[src/rtl/sonar_pkg.sv]
// rtl/sonar_pkg.sv - shared constants, FSM state type and round-robin helper for the sonar sequencer
package sonar_pkg;

    localparam int NUM_SONARS = 3;
    localparam int RES_W      = 20;

    localparam logic [RES_W-1:0] RES_TIMEOUT = '1;

    typedef enum logic [2:0] {
        ST_IDLE,
        ST_TRIG,
        ST_WAIT_RISE,
        ST_MEASURE,
        ST_GUARD
    } sonar_state_t;

    // First set mask bit strictly after 'last', wrapping 2->0; 'last' itself is the final candidate.
    function automatic logic [1:0] next_chan(input logic [NUM_SONARS-1:0] mask, input logic [1:0] last);
        logic [1:0] c1;
        logic [1:0] c2;
        c1 = (last == 2'd2) ? 2'd0 : last + 2'd1;
        c2 = (c1 == 2'd2) ? 2'd0 : c1 + 2'd1;
        if (mask[c1]) begin
            return c1;
        end else if (mask[c2]) begin
            return c2;
        end
        return last;
    endfunction

endpackage

[src/rtl/echo_sync.sv]
// rtl/echo_sync.sv - two-flop synchronizer with registered rise/fall detection for one echo line
module echo_sync (
    input  logic clk,
    input  logic rst_n,
    input  logic i_echo,
    output logic o_level,
    output logic o_rise,
    output logic o_fall
);

    logic r_meta;
    logic r_sync;
    logic r_prev;

    always_ff @(posedge clk or negedge rst_n) begin
        if (!rst_n) begin
            r_meta <= 1'b0;
            r_sync <= 1'b0;
            r_prev <= 1'b0;
        end else begin
            r_meta <= i_echo;
            r_sync <= r_meta;
            r_prev <= r_sync;
        end
    end

    assign o_level = r_sync;
    assign o_rise  = r_sync & ~r_prev;
    assign o_fall  = ~r_sync & r_prev;

endmodule

[src/rtl/sonar_scheduler.sv]
// rtl/sonar_scheduler.sv - round-robin trigger/measure/guard sequencer for three ultrasonic sonars
module sonar_scheduler #(
    parameter int unsigned TRIG_CYCLES    = 500,
    parameter int unsigned TIMEOUT_CYCLES = 1_000_000,
    parameter int unsigned GUARD_CYCLES   = 250_000,
    parameter int unsigned RES_W          = 20
) (
    input  logic             clk,
    input  logic             reset,
    input  logic             enable,
    input  logic [2:0]       chan_mask,
    input  logic [2:0]       echo,
    output logic [2:0]       trig,
    output logic [RES_W-1:0] R1,
    output logic [RES_W-1:0] R2,
    output logic [RES_W-1:0] R3,
    output logic [2:0]       valid,
    output logic [2:0]       tout,
    output logic             upd,
    output logic [1:0]       upd_ch,
    output logic             busy
);
    import sonar_pkg::*;

    localparam logic [RES_W-1:0] CNT_ONE    = RES_W'(1);
    localparam logic [RES_W-1:0] CNT_MAX    = '1;
    localparam logic [RES_W-1:0] TRIG_LAST  = RES_W'(TRIG_CYCLES - 1);
    localparam logic [RES_W-1:0] TO_LAST    = RES_W'(TIMEOUT_CYCLES - 1);
    localparam logic [RES_W-1:0] GUARD_LAST = RES_W'(GUARD_CYCLES - 1);

    sonar_state_t     r_state;
    sonar_state_t     w_state_nx;
    logic [RES_W-1:0] r_cnt;
    logic [RES_W-1:0] w_cnt_nx;
    logic [RES_W-1:0] w_cnt_inc;
    logic [1:0]       r_ch;
    logic [1:0]       w_ch_nx;
    logic [2:0]       r_trig;
    logic [2:0]       w_trig_nx;
    logic [RES_W-1:0] r_res [NUM_SONARS];
    logic [2:0]       r_valid;
    logic [2:0]       r_tout;
    logic             r_upd;
    logic [1:0]       r_upd_ch;
    logic             w_wr;
    logic             w_wr_tout;
    logic [RES_W-1:0] w_wr_val;
    logic [2:0]       w_level;
    logic [2:0]       w_rise;
    logic [2:0]       w_fall;

    for (genvar g = 0; g < NUM_SONARS; g++) begin : g_sync
        echo_sync u_sync (
            .clk     (clk),
            .rst_n   (reset),
            .i_echo  (echo[g]),
            .o_level (w_level[g]),
            .o_rise  (w_rise[g]),
            .o_fall  (w_fall[g])
        );
    end

    always_comb begin
        w_state_nx = r_state;
        w_cnt_nx   = r_cnt;
        w_ch_nx    = r_ch;
        w_trig_nx  = r_trig;
        w_wr       = 1'b0;
        w_wr_tout  = 1'b0;
        w_wr_val   = '0;
        w_cnt_inc  = (r_cnt == CNT_MAX) ? r_cnt : r_cnt + CNT_ONE;
        case (r_state)
            ST_IDLE: begin
                if (enable && (chan_mask != 3'b000)) begin
                    w_ch_nx    = next_chan(chan_mask, r_ch);
                    w_trig_nx  = 3'b001 << w_ch_nx;
                    w_cnt_nx   = '0;
                    w_state_nx = ST_TRIG;
                end
            end
            ST_TRIG: begin
                if (r_cnt == TRIG_LAST) begin
                    w_trig_nx  = 3'b000;
                    w_cnt_nx   = '0;
                    w_state_nx = ST_WAIT_RISE;
                end else begin
                    w_cnt_nx = w_cnt_inc;
                end
            end
            ST_WAIT_RISE: begin
                // Timeout wins over a coincident rise.
                if (r_cnt == TO_LAST) begin
                    w_wr       = 1'b1;
                    w_wr_tout  = 1'b1;
                    w_wr_val   = CNT_MAX;
                    w_cnt_nx   = '0;
                    w_state_nx = ST_GUARD;
                end else if (w_rise[r_ch]) begin
                    w_cnt_nx   = '0;
                    w_state_nx = ST_MEASURE;
                end else begin
                    w_cnt_nx = w_cnt_inc;
                end
            end
            ST_MEASURE: begin
                if (r_cnt == TO_LAST) begin
                    w_wr       = 1'b1;
                    w_wr_tout  = 1'b1;
                    w_wr_val   = CNT_MAX;
                    w_cnt_nx   = '0;
                    w_state_nx = ST_GUARD;
                end else if (w_fall[r_ch]) begin
                    // +1 accounts for the high cycle spent detecting the rise in WAIT_RISE.
                    w_wr       = 1'b1;
                    w_wr_val   = w_cnt_inc;
                    w_cnt_nx   = '0;
                    w_state_nx = ST_GUARD;
                end else if (w_level[r_ch]) begin
                    w_cnt_nx = w_cnt_inc;
                end
            end
            ST_GUARD: begin
                if (r_cnt == GUARD_LAST) begin
                    w_cnt_nx   = '0;
                    w_state_nx = ST_IDLE;
                end else begin
                    w_cnt_nx = w_cnt_inc;
                end
            end
            default: begin
                w_cnt_nx   = '0;
                w_trig_nx  = 3'b000;
                w_state_nx = ST_IDLE;
            end
        endcase
    end

    always_ff @(posedge clk or negedge reset) begin
        if (!reset) begin
            r_state  <= ST_IDLE;
            r_cnt    <= '0;
            r_ch     <= 2'd2;
            r_trig   <= 3'b000;
            r_valid  <= 3'b000;
            r_tout   <= 3'b000;
            r_upd    <= 1'b0;
            r_upd_ch <= 2'd0;
            for (int i = 0; i < NUM_SONARS; i++) begin
                r_res[i] <= '0;
            end
        end else begin
            r_state <= w_state_nx;
            r_cnt   <= w_cnt_nx;
            r_ch    <= w_ch_nx;
            r_trig  <= w_trig_nx;
            r_upd   <= w_wr;
            if (w_wr) begin
                r_res[r_ch]   <= w_wr_val;
                r_valid[r_ch] <= 1'b1;
                r_tout[r_ch]  <= w_wr_tout;
                r_upd_ch      <= r_ch;
            end
        end
    end

    assign trig   = r_trig;
    assign R1     = r_res[0];
    assign R2     = r_res[1];
    assign R3     = r_res[2];
    assign valid  = r_valid;
    assign tout   = r_tout;
    assign upd    = r_upd;
    assign upd_ch = r_upd_ch;
    assign busy   = (r_state != ST_IDLE);

endmodule
[config.mk]
export PLATFORM = sky130hd
export DESIGN_NAME = sonar_scheduler
export DESIGN_NICKNAME = d
export VERILOG_FILES = /design/src/rtl/sonar_pkg.sv /design/src/rtl/echo_sync.sv /design/src/rtl/sonar_scheduler.sv
export SDC_FILE = /design/constraint.sdc
export NUM_CORES = 1
export LEC_CHECK = 0
export ABC_AREA = 0
export CORE_UTILIZATION = 53
export CTS_CLUSTER_SIZE = 8
export DETAILED_ROUTE_END_ITERATION = 12
export PLACE_DENSITY = 0.76
export SYNTH_ARGS = -nofsm -noshare
export SYNTH_HDL_FRONTEND = slang
export SYNTH_HIERARCHICAL = 1
export SYNTH_SLANG_ARGS = --single-unit
[constraint.sdc]
create_clock -name clk -period 3.4 [get_ports clk]
set_clock_uncertainty 0.05 [all_clocks]
set_input_delay 0.68 -clock clk [delete_from_list [all_inputs] [get_ports clk]]
set_output_delay 0.68 -clock clk [all_outputs]
set_load 0.05 [all_outputs]
After elaboration in Yosys (flattened, before gate mapping)
Index checks and enable logic that the tools add are counted.
{ "totals": {"register_bits": 106, "out_inout_bits": 73, "elab_cells": 130} }
{ "classes": {"n_addsub": 3, "magnitude_cmp": 6, "n_eq_ne": 16, "shifts": 1, "mux": 57, "n_bitwise": 15, "reduce_logical": 12} }
{ "ops": {"columns": ["cell", "count"], "rows": [
  ["20-bit 2-to-1 mux", 13],
  ["20-bit one-hot mux with 5 select lines", 1],
  ["60-bit bitwise mux", 1],
  ["20-bit demux with 2-bit select", 1],
  ["20-bit == test, second input constant", 2],
  ["20-bit one-hot mux with 2 select lines", 1],
  ["3-bit 2-to-1 mux", 9],
  ["20-bit by 1-bit adder with 20-bit output, second input constant", 1],
  ["20-bit by 18-bit == test with 1-bit output, second input constant", 1],
  ["20-bit by 9-bit == test with 1-bit output, second input constant", 1],
  ["3-bit one-hot mux with 5 select lines", 1],
  ["1-bit 2-to-1 mux", 14],
  ["2-bit 2-to-1 mux", 7],
  ["1-bit binary-select mux with 2-bit select", 5],
  ["2-bit by 3-bit less-than comparator with 1-bit output, second input constant", 3],
  ["3-bit one-hot mux with 3 select lines", 1],
  ["1-bit NOT", 7],
  ["1-bit bitwise AND", 6],
  ["3-bit by 2-bit == test with 1-bit output, second input constant", 2],
  ["2-bit != test, second input constant", 3],
  ["3-bit != test, second input constant", 2],
  ["3-bit nonzero test", 2],
  ["5-bit AND reduction", 1],
  ["2-bit by 1-bit adder with 2-bit output, second input constant", 2],
  ["other kinds (19)", 23]
]} }

Logic depth before layout (Yosys ltp)
{ "logic_depth": {"word_depth": 16, "depth_mapped": 9, "mapped_depth_nobuf": 7} }

Hierarchy
Netlist, hierarchy kept.
{ "modules_own_cells": {"columns": ["mod", "n_inst", "cells_per_inst", "area_each_um2"], "rows": [
  ["sonar_scheduler", 1, 448, 4541.9],
  ["echo_sync", 3, 5, 90.1]
]} }

Worst setup path after synthesis
Ideal clock, no wire load.
{ "synth_timing": {"kind": "reg2reg", "from": "reg r_cnt[0]", "to": "reg r_cnt[15]", "setup_ns": 0.130, "arrival_ns": 2.200, "required_time_ns": 3.220, "setup_slack_ns": 1.020, "path_stages_with_launch": 10, "synth_period_minus_slack_ns": 2.380, "cell_sequence": "dfrtp_1 -> ha_1 -> nand3_1 -> or4_1 -> o21ai_1 -> o211a_4 -> or2_1 -> buf_6 -> buf_12 -> o21ai_2"} }
{ "synth_between": {"elab_chain_cells": 6, "elab_cells_between_ends": 16, "classes_between": "add/sub: 1; eq/ne: 5; mux: 9; reduce/logical: 1"} }
{ "synth_lines": {"columns": ["item", "line", "text"], "rows": [
  ["start: declaration", "sonar_scheduler.sv:33", "logic [RES_W-1:0] r_cnt;"],
  ["start signal: assignment", "sonar_scheduler.sv:153", "r_cnt <= w_cnt_nx;"],
  ["20-bit by 1-bit adder with 20-bit output or 20-bit == test (tied branches)", "sonar_scheduler.sv:71", "w_cnt_inc = (r_cnt == CNT_MAX) ? r_cnt : r_cnt + CNT_ONE;"],
  ["20-bit 2-to-1 mux", "sonar_scheduler.sv:71", null],
  ["20-bit 2-to-1 mux", "sonar_scheduler.sv:118", "end else if (w_level[r_ch]) begin"],
  ["20-bit 2-to-1 mux", "sonar_scheduler.sv:112", "end else if (w_fall[r_ch]) begin"],
  ["20-bit 2-to-1 mux", "sonar_scheduler.sv:106", "if (r_cnt == TO_LAST) begin"],
  ["20-bit one-hot mux with 5 select lines", "sonar_scheduler.sv:72", "case (r_state)"]
]} }
Parallel ways exist; a longest one is shown, timed or not. The select of a mux whose other input is x is not followed.
A chain may end at the register's enable or synchronous reset.

Worst setup path after layout
{ "layout_timing": {"from": "reg r_cnt[0]", "to": "reg r_res (netlist bit R2[15])"} }
{ "layout_between": {"elab_chain_cells": 6, "elab_cells_between_ends": 12, "classes_between": "add/sub: 1; eq/ne: 2; mux: 9"} }
{ "layout_lines": {"columns": ["item", "line", "text"], "rows": [
  ["20-bit by 1-bit adder with 20-bit output or 20-bit == test (tied branches)", "sonar_scheduler.sv:71", null],
  ["20-bit 2-to-1 mux", "sonar_scheduler.sv:71", null],
  ["20-bit 2-to-1 mux", "sonar_scheduler.sv:112", null],
  ["20-bit 2-to-1 mux", "sonar_scheduler.sv:106", null],
  ["20-bit one-hot mux with 2 select lines", "sonar_scheduler.sv:72", null],
  ["60-bit bitwise mux", "sonar_scheduler.sv:158", "r_res[r_ch] <= w_wr_val;"],
  ["end signal: indexed assignment", "sonar_scheduler.sv:158", null],
  ["end: declaration", "sonar_scheduler.sv:40", "logic [RES_W-1:0] r_res [NUM_SONARS];"]
]} }
Parallel ways exist; a longest one is shown, timed or not.

==> results.py <==
metrics = {
    "status": {
        "status": "finished, final reports clean",
    },
    "setup_path": {
        "cp-end-kind": "register",
        "worstSetupPathType": "reg2reg",
        "worstPathRequired_ns": 3.65,
        "start_kind": "register",
        "crit_start": "r_cnt[0]",
        "cp.arrival_ns": 3.23,
        "r2r-start": "r_cnt[0]",
        "path_max_fanout": 30,
    },
    "timing": {
        "fin_setup_tns_ns": 0,
        "fin_crit_sh": 0.878,
        "slew-limit-headroom": 0.451,
        "min_period_ns": 2.99,
        "drv_slew": 0,
        "finalSetupViolCount": 0,
        "worst_pin_slew_ns": 0.824,
        "max_freq_mhz": 335,
        "hold_viol": 0,
        "rsz0062_at_grt": "false",
    },
    "logic_synthesis": {
        "netlist_top_cells_count": "dfrtp_1, nor2_1, a21oi_1, nand2_1, o21ai_0",
        "syn_area_um2": 4810,
        "async_flop_share": 1.00,
        "synth_edf_count": 0,
        "synthTopCellsByArea": "dfrtp_1, a21oi_1, nor2_1",
        "synth_seq_cells": 106,
        "ys_seq_area_frac": 0.551,
        "synth_top_area_frac": 0.546,
        "synth_cells": 463,
        "yosys.area.top_type": "dfrtp_1",
        "yosys_warnings": 6,
        "synth_ff_type": "dfrtp_1",
        "avgSynthCellArea_um2": 10.4,
        "synth_nets": 473,
        "yosysMostFrequentCell": "dfrtp_1",
        "yosysUniqueCellTypes": 64,
    },
    "clock_network": {
        "cts_setup_buffers": 0,
        "clock_latency_ns": 0.38,
        "cts_tree": "yes",
        "path_clk_slew_ns": 0.11,
        "clockBufferDepth": 2,
        "htreeDepth": 3,
        "clock-sinks": 106,
        "numCtsBuffers": 9,
        "cts_hold_buffers": 0,
        "cts_resized": 0,
        "cts-root-buf": "clkbuf_8",
    },
    "grt": {
        "grt_overflow": 0,
        "grt_max_degree": 56,
        "first_global_vias": 3768,
        "grt_pass1_wl_um": 18800,
        "grt_usage": 0.251,
        "antenna_found_initial": 0,
    },
    "hold_path": {
        "min_path_type": "in2async",
    },
    "pwr": {
        "switching_share": 0.487,
        "ir_drop_v": 0.000682,
        "p_int_uw": 2960,
        "power_density_nw_per_um2": 980,
        "clkPwrFrac": 0.130,
        "p_seq_frac": 0.341,
        "leakage_uw": 0.00250,
        "pwr-share-comb": 0.529,
        "p_sw_uw": 2810,
    },
    "route": {
        "routed_wl_um": 11300,
        "routedWlPerCell_um": 17.3,
        "viasPerCell": 5.88,
        "drt_first_pass_iters": 6,
        "drtIter0Drc": 174,
        "dr_total_vias": 3848,
        "detail-route-antenna-nets": 0,
        "route.detailed.drc": 0,
    },
    "layout": {
        "drive_gt1_frac": 0.132,
        "antenna-diode-count": 0,
        "fill_cells": 708,
        "synthToLayoutAreaGrowth_pct": 22.4,
        "nNetsFinal": 551,
        "fin_util": 0.672,
        "regArea_um2": 2650,
        "multi_input_area_um2": 1990,
    },
    "floorplan": {
        "fp.coreArea_um2": 8760,
        "die_area_um2": 9460,
        "die_x_um": 97.3,
        "ios": 82,
        "rows": 34,
        "die_h_um": 97.3,
        "start_util": 0.549,
    },
    "placement": {
        "io_buffer_count": 81,
        "place_congestion": 0.897,
        "dpl.hpwl_um": 8130,
    },
    "run": {
        "maxCapViolations": 0,
    },
}
final timing paths:
kind	end	slack [ns]	cells after the start
setup / recovery	R2[15]	0.41	8
hold / removal	valid[2]	0.27	1
setup reg to reg	R2[15]	0.41	8
hold reg to reg	g_sync[2].u_sync/o_level	0.31	0
max in group asynchronous	R1[0]	2.30	2
min in group clk	g_sync[2].u_sync/o_level	0.31	0
area by class of cell:
class	count	area share
flip-flops and latches	106	0.451
multi-input cells	326	0.338
repair buffers	92	0.153
well taps	108	0.0229
clock buffers	10	0.0217
clock inverters	6	0.00956
inverters	6	0.00382
per-layer routing:
layer | vias up | share of wire | global-route usage
li1 | 1784 | - | -
met1 | 1897 | 0.44 | 0.333
met4 | 0 | 0.016 | 0.0950
met2 | 151 | 0.48 | 0.412
met3 | 16 | 0.063 | 0.0489
met5 | - | 0 | 0
placed cells by master, fill, tap and decap left out, types with 3 or more instances in the layout:
master,n
dfrtp_1,105
clkdlybuf4s50_1,80
nor2_1,77
a21oi_1,59
nand2_1,30
o21ai_0,12
nand3_1,11
buf_4,11
mux2_2,10
xnor2_1,9
o21ai_2,9
clkbuf_8,9
nand4_1,8
or2_2,7
a31oi_1,6
xor2_1,6
nor2b_1,6
inv_1,6
nor3_1,5
a22o_1,5
and2_1,4
and3_1,3
nor3_4,3
o211ai_1,3
nor4_1,3
nand2b_1,3
or3_1,3
nand3b_1,3
and2b_2,3
state kept, by name, summed over array words and instances (netlist names):
| signal | flops |
|---|---|
| upd | 1 |
| tout | 3 |
| R2 | 20 |
| g_sync.u_sync/r_prev | 3 |
| r_state | 3 |
| g_sync.u_sync/r_meta | 3 |
| R3 | 20 |
| r_ch | 2 |
| upd_ch | 2 |
| valid | 3 |
| R1 | 20 |
| r_cnt | 20 |
| g_sync.u_sync/o_level | 3 |
| trig | 3 |
stage by stage:
stage / hold slack, ns / total power (uW) / worst slack [ns] / cells / area, um2
after floorplan: 0.281 / 4090 / 1.02 / 463 / 4810
after global placement: 0.283 / 5000 / 0.604 / 638 / 5700
after detailed placement: 0.291 / 5060 / 0.483 / 638 / 5700
after CTS: 0.296 / 5810 / 0.447 / 654 / 5890
after global routing: 0.311 / 6050 / 0.106 / 654 / 5890
final: 0.268 / 5770 / 0.413 / 654 / 5890
cell families (layout without fill, tap and decap cells):
| group | count (synthesis) | count (layout) | share of synthesized area |
|---|---|---|---|
| DFF | 106 | 106 | 0.551 |
| xor gates and xnor gates | 15 | 15 | 0.0273 |
| AOI/OAI and AO/OA | 116 | 116 | 0.158 |
| adders and majority gates | 1 | 1 | 0.00260 |
| buffers and inverters | 31 | 114 | 0.0364 |
| and+or+nand+nor | 183 | 183 | 0.198 |
| muxes | 11 | 11 | 0.0255 |
power by group through the flow:
stage	combinational (uW)	sequential (uW)	clock, uW
6_report	3050	1970	750
5_1_grt	3220	2020	814
3_3_place_gp	3020	1980	0
4_1_cts	3080	1970	764
3_5_place_dp	3070	1990	0
2_1_floorplan	961	3130	0
critical path, cell delays in order (launching register included):
cell and delay [ns]:
dfrtp_1 0.47, ha_1 0.28, nand3_1 0.26, nor4_2 0.47, a32oi_1 0.38, nor3_4 0.38
buf_4 0.37, nor2_1 0.08, a31oi_1 0.15
Note: power is estimated with default switching activity, not from simulation.
